**src/rtl/pe_loop_sequencer_if.sv**
```systemverilog
// Stream and control bundle of the nested-loop address sequencer.
// The controller drives config, control and ack; the sequencer drives the address stream.
interface pe_loop_sequencer_if #(
  parameter int NDEPTH = 4,
  parameter int IDW    = 6,
  parameter int AW     = 12
);
  logic                   i_start;
  logic                   i_stall;
  logic                   i_abort;
  logic [AW-1:0]          i_base;
  logic [NDEPTH*IDW-1:0]  i_bound;
  logic [NDEPTH*AW-1:0]   i_stride;
  logic                   o_rdy;
  logic                   i_ack;
  logic [AW-1:0]          o_addr;
  logic [NDEPTH*IDW-1:0]  o_idx;
  logic [NDEPTH-1:0]      o_end;
  logic                   o_busy;
  logic                   o_done;

  modport master (
    output i_start, i_stall, i_abort, i_base, i_bound, i_stride, i_ack,
    input  o_rdy, o_addr, o_idx, o_end, o_busy, o_done
  );

  modport slave (
    input  i_start, i_stall, i_abort, i_base, i_bound, i_stride, i_ack,
    output o_rdy, o_addr, o_idx, o_end, o_busy, o_done
  );
endinterface

```
**src/rtl/pe_loop_sequencer.sv**
```systemverilog
// N-deep nested-loop sequencer: walks programmable per-level bounds and emits
// one base+sum(offsets) address per iteration on a rdy/ack stream.
module pe_loop_sequencer #(
  parameter int NDEPTH = 4,
  parameter int IDW    = 6,
  parameter int AW     = 12
) (
  input logic                  i_clk,
  input logic                  i_rst,
  pe_loop_sequencer_if.slave   bus
);

  typedef enum logic [1:0] {S_IDLE, S_INIT, S_WORK, S_STALL} state_t;

  state_t                      state_q, state_d;
  logic [AW-1:0]               base_q;
  logic [NDEPTH-1:0][IDW-1:0]  bound_q;
  logic [NDEPTH-1:0][AW-1:0]   stride_q;
  logic [NDEPTH-1:0][IDW-1:0]  idx_q;
  logic [NDEPTH-1:0][AW-1:0]   off_q;
  logic                        done_q;

  logic [NDEPTH-1:0][IDW-1:0]  last_idx;
  logic [NDEPTH-1:0]           end_flag;
  logic [NDEPTH-1:0]           adv_lvl;
  logic                        last;
  logic                        xfer;
  logic                        do_latch, do_clear, do_adv, done_d;
  logic [AW-1:0]               addr_sum;

  // A zero bound behaves as a single-iteration level.
  always_comb begin
    // NOTE: every always_comb output gets a default first so no path can infer a latch.
    last_idx = '0;
    end_flag = '0;
    adv_lvl  = '0;
    for (int k = 0; k < NDEPTH; k++) begin
      last_idx[k] = (bound_q[k] == '0) ? '0 : bound_q[k] - IDW'(1);
      end_flag[k] = (idx_q[k] == last_idx[k]);
    end
    // Level k steps only when every inner level is wrapping on this transfer.
    adv_lvl[0] = 1'b1;
    for (int k = 1; k < NDEPTH; k++) begin
      adv_lvl[k] = adv_lvl[k-1] & end_flag[k-1];
    end
  end

  assign last = &end_flag;
  assign xfer = (state_q == S_WORK) && bus.i_ack;

  always_comb begin
    addr_sum = base_q;
    for (int k = 0; k < NDEPTH; k++) begin
      addr_sum = addr_sum + off_q[k];
    end
  end

  always_ff @(posedge i_clk or negedge i_rst) begin
    // NOTE: sequential state uses non-blocking assignments so all registers update together.
    if (!i_rst) state_q <= S_IDLE;
    else        state_q <= state_d;
  end

  // Abort wins everywhere outside IDLE and discards any same-cycle transfer.
  always_comb begin
    state_d  = state_q;
    do_latch = 1'b0;
    do_clear = 1'b0;
    do_adv   = 1'b0;
    done_d   = 1'b0;
    case (state_q)
      S_IDLE: begin
        if (bus.i_start && !bus.i_abort) state_d = S_INIT;
      end
      S_INIT: begin
        do_clear = 1'b1;
        if (bus.i_abort) begin
          state_d = S_IDLE;
        end else begin
          do_latch = 1'b1;
          state_d  = S_WORK;
        end
      end
      S_WORK: begin
        if (bus.i_abort) begin
          state_d  = S_IDLE;
          do_clear = 1'b1;
        end else if (xfer) begin
          if (last) begin
            state_d  = S_IDLE;
            do_clear = 1'b1;
            done_d   = 1'b1;
          end else begin
            do_adv = 1'b1;
            if (bus.i_stall) state_d = S_STALL;
          end
        end
      end
      S_STALL: begin
        if (bus.i_abort) begin
          state_d  = S_IDLE;
          do_clear = 1'b1;
        end else if (!bus.i_stall) begin
          state_d = S_WORK;
        end
      end
      default: state_d = S_IDLE;
    endcase
  end

  always_ff @(posedge i_clk or negedge i_rst) begin
    if (!i_rst) begin
      // NOTE: the small per-level register arrays are reset explicitly; o_end's reset value depends on it.
      base_q   <= '0;
      bound_q  <= '0;
      stride_q <= '0;
      idx_q    <= '0;
      off_q    <= '0;
      done_q   <= 1'b0;
    end else begin
      done_q <= done_d;
      if (do_latch) begin
        base_q   <= bus.i_base;
        bound_q  <= bus.i_bound;
        stride_q <= bus.i_stride;
      end
      if (do_clear) begin
        idx_q <= '0;
        off_q <= '0;
      end else if (do_adv) begin
        for (int k = 0; k < NDEPTH; k++) begin
          if (adv_lvl[k]) begin
            if (end_flag[k]) begin
              idx_q[k] <= '0;
              off_q[k] <= '0;
            end else begin
              idx_q[k] <= idx_q[k] + IDW'(1);
              off_q[k] <= off_q[k] + stride_q[k];
            end
          end
        end
      end
    end
  end

  assign bus.o_rdy  = (state_q == S_WORK);
  assign bus.o_addr = addr_sum;
  assign bus.o_idx  = idx_q;
  assign bus.o_end  = end_flag;
  assign bus.o_busy = (state_q != S_IDLE);
  assign bus.o_done = done_q;

endmodule

```
**src/flat_wrapper.sv**
```systemverilog
// flat-port wrapper written by rule: the top's interface ports become plain ports
module pe_loop_sequencer_flat 
#(
  parameter int NDEPTH = 4,
  parameter int IDW    = 6,
  parameter int AW     = 12
)
  (i_clk, i_rst, bus_i_start, bus_i_stall, bus_i_abort, bus_i_base, bus_i_bound, bus_i_stride, bus_i_ack, bus_o_rdy, bus_o_addr, bus_o_idx, bus_o_end, bus_o_busy, bus_o_done);
  pe_loop_sequencer_if #(.NDEPTH(NDEPTH), .IDW(IDW), .AW(AW)) bus_i ();
  input logic i_clk;
  input logic i_rst;
  input wire logic [$bits(bus_i.i_start)-1:0] bus_i_start;
  input wire logic [$bits(bus_i.i_stall)-1:0] bus_i_stall;
  input wire logic [$bits(bus_i.i_abort)-1:0] bus_i_abort;
  input wire logic [$bits(bus_i.i_base)-1:0] bus_i_base;
  input wire logic [$bits(bus_i.i_bound)-1:0] bus_i_bound;
  input wire logic [$bits(bus_i.i_stride)-1:0] bus_i_stride;
  input wire logic [$bits(bus_i.i_ack)-1:0] bus_i_ack;
  output wire logic [$bits(bus_i.o_rdy)-1:0] bus_o_rdy;
  output wire logic [$bits(bus_i.o_addr)-1:0] bus_o_addr;
  output wire logic [$bits(bus_i.o_idx)-1:0] bus_o_idx;
  output wire logic [$bits(bus_i.o_end)-1:0] bus_o_end;
  output wire logic [$bits(bus_i.o_busy)-1:0] bus_o_busy;
  output wire logic [$bits(bus_i.o_done)-1:0] bus_o_done;
  assign bus_i.i_start = bus_i_start;
  assign bus_i.i_stall = bus_i_stall;
  assign bus_i.i_abort = bus_i_abort;
  assign bus_i.i_base = bus_i_base;
  assign bus_i.i_bound = bus_i_bound;
  assign bus_i.i_stride = bus_i_stride;
  assign bus_i.i_ack = bus_i_ack;
  assign bus_o_rdy = bus_i.o_rdy;
  assign bus_o_addr = bus_i.o_addr;
  assign bus_o_idx = bus_i.o_idx;
  assign bus_o_end = bus_i.o_end;
  assign bus_o_busy = bus_i.o_busy;
  assign bus_o_done = bus_i.o_done;
  pe_loop_sequencer #(.NDEPTH(NDEPTH), .IDW(IDW), .AW(AW)) u_core (.i_clk(i_clk), .i_rst(i_rst), .bus(bus_i));
endmodule
```
**config.mk**
```make
export PLATFORM = sky130hd
export DESIGN_NAME = pe_loop_sequencer_flat
export DESIGN_NICKNAME = d
export VERILOG_FILES = /design/src/rtl/pe_loop_sequencer_if.sv /design/src/rtl/pe_loop_sequencer.sv /design/src/flat_wrapper.sv
export SDC_FILE = /design/constraint.sdc
export NUM_CORES = 1
export LEC_CHECK = 0
export BUFFER_PORTS_ARGS = -buffer_cell sky130_fd_sc_hd__buf_2
export CORE_ASPECT_RATIO = 1.25
export CORE_MARGIN = 2
export CORE_UTILIZATION = 55
export CTS_CLUSTER_SIZE = 25
export DETAILED_ROUTE_END_ITERATION = 6
export PLACE_DENSITY = 0.77
export SYNTH_ARGS = -nofsm -noshare
export SYNTH_HDL_FRONTEND = slang
export SYNTH_SLANG_ARGS = --single-unit
export TNS_END_PERCENT = 1
```
**constraint.sdc**
```tcl
create_clock -name i_clk -period 9.5 [get_ports i_clk]
set_input_delay 1.9 -clock i_clk [delete_from_list [all_inputs] [get_ports i_clk]]
set_output_delay 1.9 -clock i_clk [all_outputs]
set_load 0.03 [all_outputs]
```
==> impl_metrics.csv, run 1 <==
group,metric,value,unit
outcome,status,"completed",
timing,tns,0,ns
power,peakVddDrop,327,uV
floorplanning,core,18100,um2
synthesis,netlist.area_leader.share,39.1,%
global_route,grt_antenna_before_repair,0,
synthesis,yosysUniqueCellTypes,62,
floorplanning,die_area,19600,um2
run,max_cap_violations,0,
drt,vias_per_cell,5.76,
worst_setup_path,critPathLaunchType,"register",
finish,fillers,1474,
clock_network,cts_tree,"yes",
finish,area_growth,15.1,%
floorplanning,rows,55,
global_route,overflow,0,
clock_network,cts_buffers,17,
drt,first_pass_iters,5,
synthesis,syn_area,10200,um2
power,comb_power_share,46.7,%
power,p_clk_share,22.5,%
drt,drc,0,
floorplanning,die_h,156,um
floorplanning,dieWidth,126,um
global_route,grt_use_total,24.6,%
synthesis,yosysSeqAreaShare,39.1,%
clock_network,clk_latency,0.42,ns
synthesis,avgSynthCellArea,10.1,um2
clock_network,clkTransAtPathRegs,0.06,ns
synthesis,syn_inst,1009,
timing,period_minus_slack,6.82,ns
timing,relSlewSlack,34.9,%
power,power.density,280,nW/um2
finish,multiInputGateArea,5720,um2
global_route,grt_pass1_wl,38500,um
synthesis,async_flop_share,100,%
clock_network,numClockSinks,159,
synthesis,synthTopCellsByArea,"dfrtp_1 39%, ha_1 7.9%, mux2_2 7.6%",
worst_setup_path,worst-setup-path-type,"reg2out",
clock_network,cts_resized,0,
place,portBuffers,132,
clock_network,post_cts_buffers,0,
clock_network,cts-root-buf,"clkbuf_16",
synthesis,synth_seq_cells,159,
place,dp_slack,3.11,ns
finish,nNetsFinal,1328,
place,place_inst,1347,
drt,drt_iter0_markers,464,
drt,wl_per_cell,16.9,um
finish,final_layout_size_suffix_gt1_share,21.7,%
floorplanning,start_util,56.2,%
synthesis,synth_largest_area_cell,"dfrtp_1",
power,intPower,1920,uW
clock_network,cts.htree.levels,4,
clock_network,hold_buffers,0,
power,swShare,41.4,%
finish,utilization,64.6,%
worst_setup_path,cp_max_fo,3,
finish,fin_cells,1378,
power,seqPwrFrac,30.8,%
finish,regArea,3980,um2
timing,rsz0062_at_grt,"false",
place,hpwl,17400,um
global_route,grt_pass1_vias,7821,
hold_path,min_path_type,"reg2reg",
worst_setup_path,end_kind,"primary output",
timing,slew_violations,0,
timing,tightest_slew,0.977,ns
timing,hold-worst-slack,0.512,ns
place,gp_congestion,0.900,
timing,setup_violations,0,
synthesis,ys_warn_count,0,
timing,hold_violations,0,
synthesis,ys.flop_type,"dfrtp_1",
finish,antennaDiodeCount,0,
drt,vias,7937,
drt,drt_wl_total,23300,um
global_route,grt_start_max_net_pins,85,
clock_network,clk_path_buf_depth,2,
floorplanning,ioPinCount,133,
timing,fin_ws,2.68,ns
power,power_switching,1360,uW
timing,min_period_over_period,71.7,%
timing,finClkSkew,0.00963,ns
timing,fmax,147,MHz
worst_setup_path,required,7.60,ns
worst_setup_path,cp.arrival,4.92,ns
synthesis,synth_edf_count,0,
drt,ant_nets,0,
power,p_leak,0.00558,uW
synthesis,syn_nets,1199,
worst max-delay path, stage by stage, from the launching register on:
cell and delay [ns]:
dfrtp_1 0.40, inv_1 0.09, fa_1 0.52, fa_1 0.52, fa_1 0.55, inv_1 0.04, ha_1 0.21, fa_1 0.40
a21o_1 0.17, a21oi_1 0.21, o21bai_1 0.08, a21oi_1 0.28, o21ai_0 0.25, a21o_1 0.23, a21oi_1 0.18, xnor2_1 0.13
buf_2 0.21
final cells by class:
class                   instances  share of cell area (%)
clock inverters                11                    1.63
well taps                     228                    2.44
flip-flops and latches        159                    34.0
clock buffers                  20                    3.73
repair buffers                138                    6.09
multi-input cells             723                    48.9
inverters                      99                    3.18
synthesized netlist by cell type, types with 7 or more instances:
library cell / number
dfrtp_1: 159
inv_1: 99
nand2_1: 88
o21ai_0: 72
mux2_2: 69
ha_1: 64
a21oi_1: 45
xnor2_1: 45
nor2_1: 37
fa_1: 36
xor2_1: 33
clkbuf_1: 24
nor3_1: 24
nand3_1: 20
a21o_1: 14
and3_1: 14
o31ai_1: 14
nand2b_1: 12
or3_1: 11
a22o_1: 10
nand4_1: 9
o21bai_1: 8
a31oi_1: 7
and2_1: 7
through the flow:
stage | total power, uW | cell area [um2]
floorplan | 2130 | 10200
global placement | 2490 | 11100
detailed placement | 2540 | 11100
CTS | 3300 | 11700
global route | 3500 | 11700
finish | 3270 | 11700
registers in the layout, summed over array words and instances (netlist names):
register	flops
u_core.bound_q	24
u_core.state_q	2
u_core.bus.o_idx	24
u_core.stride_q	48
u_core.bus.o_done	1
u_core.base_q	12
u_core.off_q	48
layout by cell type, fill, tap and decap left out, types with 6 or more instances in the layout:
cell type,synthesis,layout
inv_1,99,99
dfrtp_1,159,159
and2_1,7,7
o21ai_0,72,72
xnor2_1,45,45
buf_2,1,131
xor2_1,33,33
mux2i_1,6,6
o31ai_1,14,13
buf_4,0,6
a22o_1,10,10
nor2_1,37,36
nor3_1,24,24
o21bai_1,8,8
nand2_1,88,88
a31oi_1,7,7
o41ai_1,6,6
a21oi_1,45,45
a21o_1,14,14
and3_1,14,14
nand3_1,20,20
nand2b_1,12,12
mux2_2,69,69
ha_1,64,64
nand4_1,9,9
or3_1,11,11
clkbuf_16,0,17
fa_1,36,36
path summary, 6_finish.rpt:
kind                                                  from                          endpoint  slack (ns)  depth (start not counted)
max                            u_core.off_q[1]$_DFFE_PN0P_                    bus_o_addr[11]        2.68                         16
min                        u_core.stride_q[44]$_DFFE_PN0P_   u_core.stride_q[44]$_DFFE_PN0P_        0.51                          1
max reg2reg                  u_core.bound_q[0]$_DFFE_PN0P_  u_core.bus.o_idx[17]$_DFFE_PN0P_        5.95                         10
min reg2reg                u_core.stride_q[44]$_DFFE_PN0P_   u_core.stride_q[44]$_DFFE_PN0P_        0.51                          1
max in group asynchronous                            i_rst   u_core.stride_q[44]$_DFFE_PN0P_        6.45                          2
min in group asynchronous                            i_rst   u_core.stride_q[28]$_DFFE_PN0P_        1.52                          1
kinds of logic after synthesis:
group	share of synthesized area, %
AND/OR/NAND/NOR	12.8
AO/OA/AOI/OAI	13.4
flip-flops	39.1
buffers and inverters	4.70
adder cells (fa/ha/maj)	15.0
XOR/XNOR	6.72
multiplexers	8.23
power by group through the flow:
stage          clock [uW]  combinational (uW)  sequential [uW]
4_1_cts               750                1540             1010
3_3_place_gp            0                1480             1010
3_5_place_dp            0                1520             1020
2_1_floorplan           0                1170              959
5_1_grt               779                1690             1030
6_report              738                1530             1010
routing by layer:
| layer | routed length, um | share of wire (%) | GRT usage, % | vias up |
|---|---|---|---|---|
| li1 | - | - | - | 3800 |
| met1 | 9790 | 42 | 30.3 | 3885 |
| met2 | 11700 | 50 | 42.6 | 201 |
| met3 | 1060 | 4.5 | 4.80 | 51 |
| met4 | 775 | 3.3 | 10.0 | 0 |
| met5 | 0 | 0 | 0 | - |
Note: power is estimated with default switching activity, not from simulation.
==> run 2: changes to the inputs <==
Clock period 9.5 ns to 7 ns, I/O delays scaled along.
==> run 2 against run 1 <==
Effect of this change: non-clock buffer count unchanged; final cell count about the same; critical path depth unchanged; largest cell class unchanged.
==> impl_metrics.csv, run 2 (synthesized netlist as in run 1, its figures left out) <==
group,metric,value,unit
timing,hold_violations,0,
worst_setup_path,r2r_end,"u_core.bus.o_idx[23]$_DFFE_PN0P_",
global_route,grt_pass1_wl,38600,um
floorplanning,ioPinCount,133,
finish,area_growth,15.1,%
drt,drt_iter0_markers,544,
clock_network,numClockSinks,159,
worst_setup_path,rrSetupSlack,3.51,ns
timing,finClkSkew,0.00660,ns
clock_network,cts_buffers,17,
power,power,4450,uW
finish,antennaDiodeCount,0,
clock_network,post_cts_buffers,0,
global_route,use_met2,42.9,%
finish,utilization,64.7,%
place,portBuffers,132,
finish,final_common_cell,"dfrtp_1",
timing,fmax,159,MHz
power,peakVddDrop,448,uV
finish,fin_cells,1379,
worst_setup_path,ff2ff_path_depth,11,
drt,ant_nets,0,
clock_network,clkTransAtPathRegs,0.07,ns
hold_path,hold-path-endpoint,"u_core.stride_q[44]$_DFFE_PN0P_",
clock_network,cts-root-buf,"clkbuf_16",
hold_path,hp-start,"u_core.stride_q[44]$_DFFE_PN0P_",
floorplanning,die_area,19600,um2
worst_setup_path,worst-setup-path-type,"reg2out",
worst_setup_path,cp_max_fo,3,
timing,tns,0,ns
global_route,busiest_layer,"met2",
worst_setup_path,required,5.60,ns
power,p_leak,0.00559,uW
clock_network,clk_path_buf_depth,2,
timing,fin_ws,0.694,ns
drt,first_pass_iters,6,
clock_network,cts.htree.levels,4,
global_route,grt_use_total,24.7,%
drt,vias_per_cell,5.74,
place,hpwl,17400,um
outcome,status,"completed",
drt,vias,7916,
floorplanning,start_util,56.2,%
clock_network,clk_latency,0.43,ns
floorplanning,rows,55,
global_route,grt_start_max_net_pins,85,
run,max_cap_violations,0,
power,power.density,380,nW/um2
hold_path,hold_depth,1,
clock_network,hold_buffers,0,
finish,final_cell_mix,"159 x dfrtp_1, 131 x buf_2, 99 x inv_1, 88 x nand2_1, 72 x o21ai_0",
floorplanning,die_h,156,um
finish,final_layout_size_suffix_gt1_share,21.8,%
timing,min_period_over_period,90.1,%
floorplanning,core,18100,um2
worst_setup_path,timing.rr.start,"u_core.bound_q[0]$_DFFE_PN0P_",
worst_setup_path,critPathLaunchType,"register",
clock_network,cts_resized,0,
timing,rsz0062_at_grt,"false",
place,place_inst,1347,
clock_network,cts_tree,"yes",
global_route,grtUsageMet1,31.1,%
timing,relSlewSlack,34.4,%
drt,drt_wl_total,23200,um
hold_path,min_path_type,"reg2reg",
timing,setup_violations,0,
finish,nNetsFinal,1328,
worst_setup_path,end_kind,"primary output",
global_route,overflow,0,
timing,tightest_slew,0.984,ns
finish,reg_top3,"u_core.off_q x48, u_core.stride_q x48",
drt,drc,0,
timing,slew_violations,0,
worst_setup_path,cp.arrival,4.91,ns
place,dp_slack,1.11,ns
timing,period_minus_slack,6.31,ns
drt,wl_per_cell,16.8,um
global_route,grtUsageMet3,4.22,%
global_route,grt_pass1_vias,7694,
floorplanning,dieWidth,126,um
global_route,grt_antenna_before_repair,0,
place,gp_congestion,0.900,
run 2: cell count changes in the layout (fill, tap and decap cells not counted):
cell       change
inv_6          +1
clkinv_2       -1
bufinv_16      -1
clkbuf_8       +3
clkinv_4       -1
run 2: cell type report:
class	count	area [um2]
multi-input cells	723	5720
inverters	99	372
flip-flops and latches	159	3980
repair buffers	138	712
clock inverters	9	155
well taps	228	285
fillers	1472	6400
clock buffers	23	478
run 2: worst max-delay path, stage by stage (launching register included):
cell and delay, ns:
dfrtp_1 0.40, inv_1 0.09, fa_1 0.53, fa_1 0.52, fa_1 0.55, inv_1 0.04
ha_1 0.21, fa_1 0.40, a21o_1 0.17, a21oi_1 0.21, o21bai_1 0.09, a21oi_1 0.26
o21ai_0 0.25, a21o_1 0.23, a21oi_1 0.18, xnor2_1 0.13, buf_2 0.21
run 2: worst max path at each step:
stage	start	endpoint	slack [ns]	cells past startpoint
3_3_place_gp	u_core.off_q[1]$_DFFE_PN0P_	bus_o_addr[11]	1.19	16
2_1_floorplan	u_core.off_q[1]$_DFFE_PN0P_	bus_o_addr[11]	1.52	15
6_report	u_core.off_q[1]$_DFFE_PN0P_	bus_o_addr[11]	0.69	16
4_1_cts	u_core.off_q[1]$_DFFE_PN0P_	bus_o_addr[11]	0.63	16
3_5_place_dp	u_core.off_q[1]$_DFFE_PN0P_	bus_o_addr[11]	1.11	16
5_1_grt	u_core.off_q[1]$_DFFE_PN0P_	bus_o_addr[11]	0.41	16
run 2: report_power, final:
group | total [uW] | switching [uW] | internal [uW]
clock network | 1010 | 380 | 627
logic | 2070 | 1230 | 843
registers | 1370 | 238 | 1130
run 2: stage by stage:
step | cell area [um2] | hold slack [ns]
floorplan | 10200 | 0.457
global placement | 11100 | 0.494
detailed placement | 11100 | 0.501
CTS | 11700 | 0.516
global route | 11700 | 0.526
finish | 11700 | 0.515
run 2: layer usage:
metal  part of all wire (%)  vias up
met2                     50      219
li1                       -     3801
met5                      0        -
met1                     42     3849
met3                    4.7       47
met4                    2.8        0
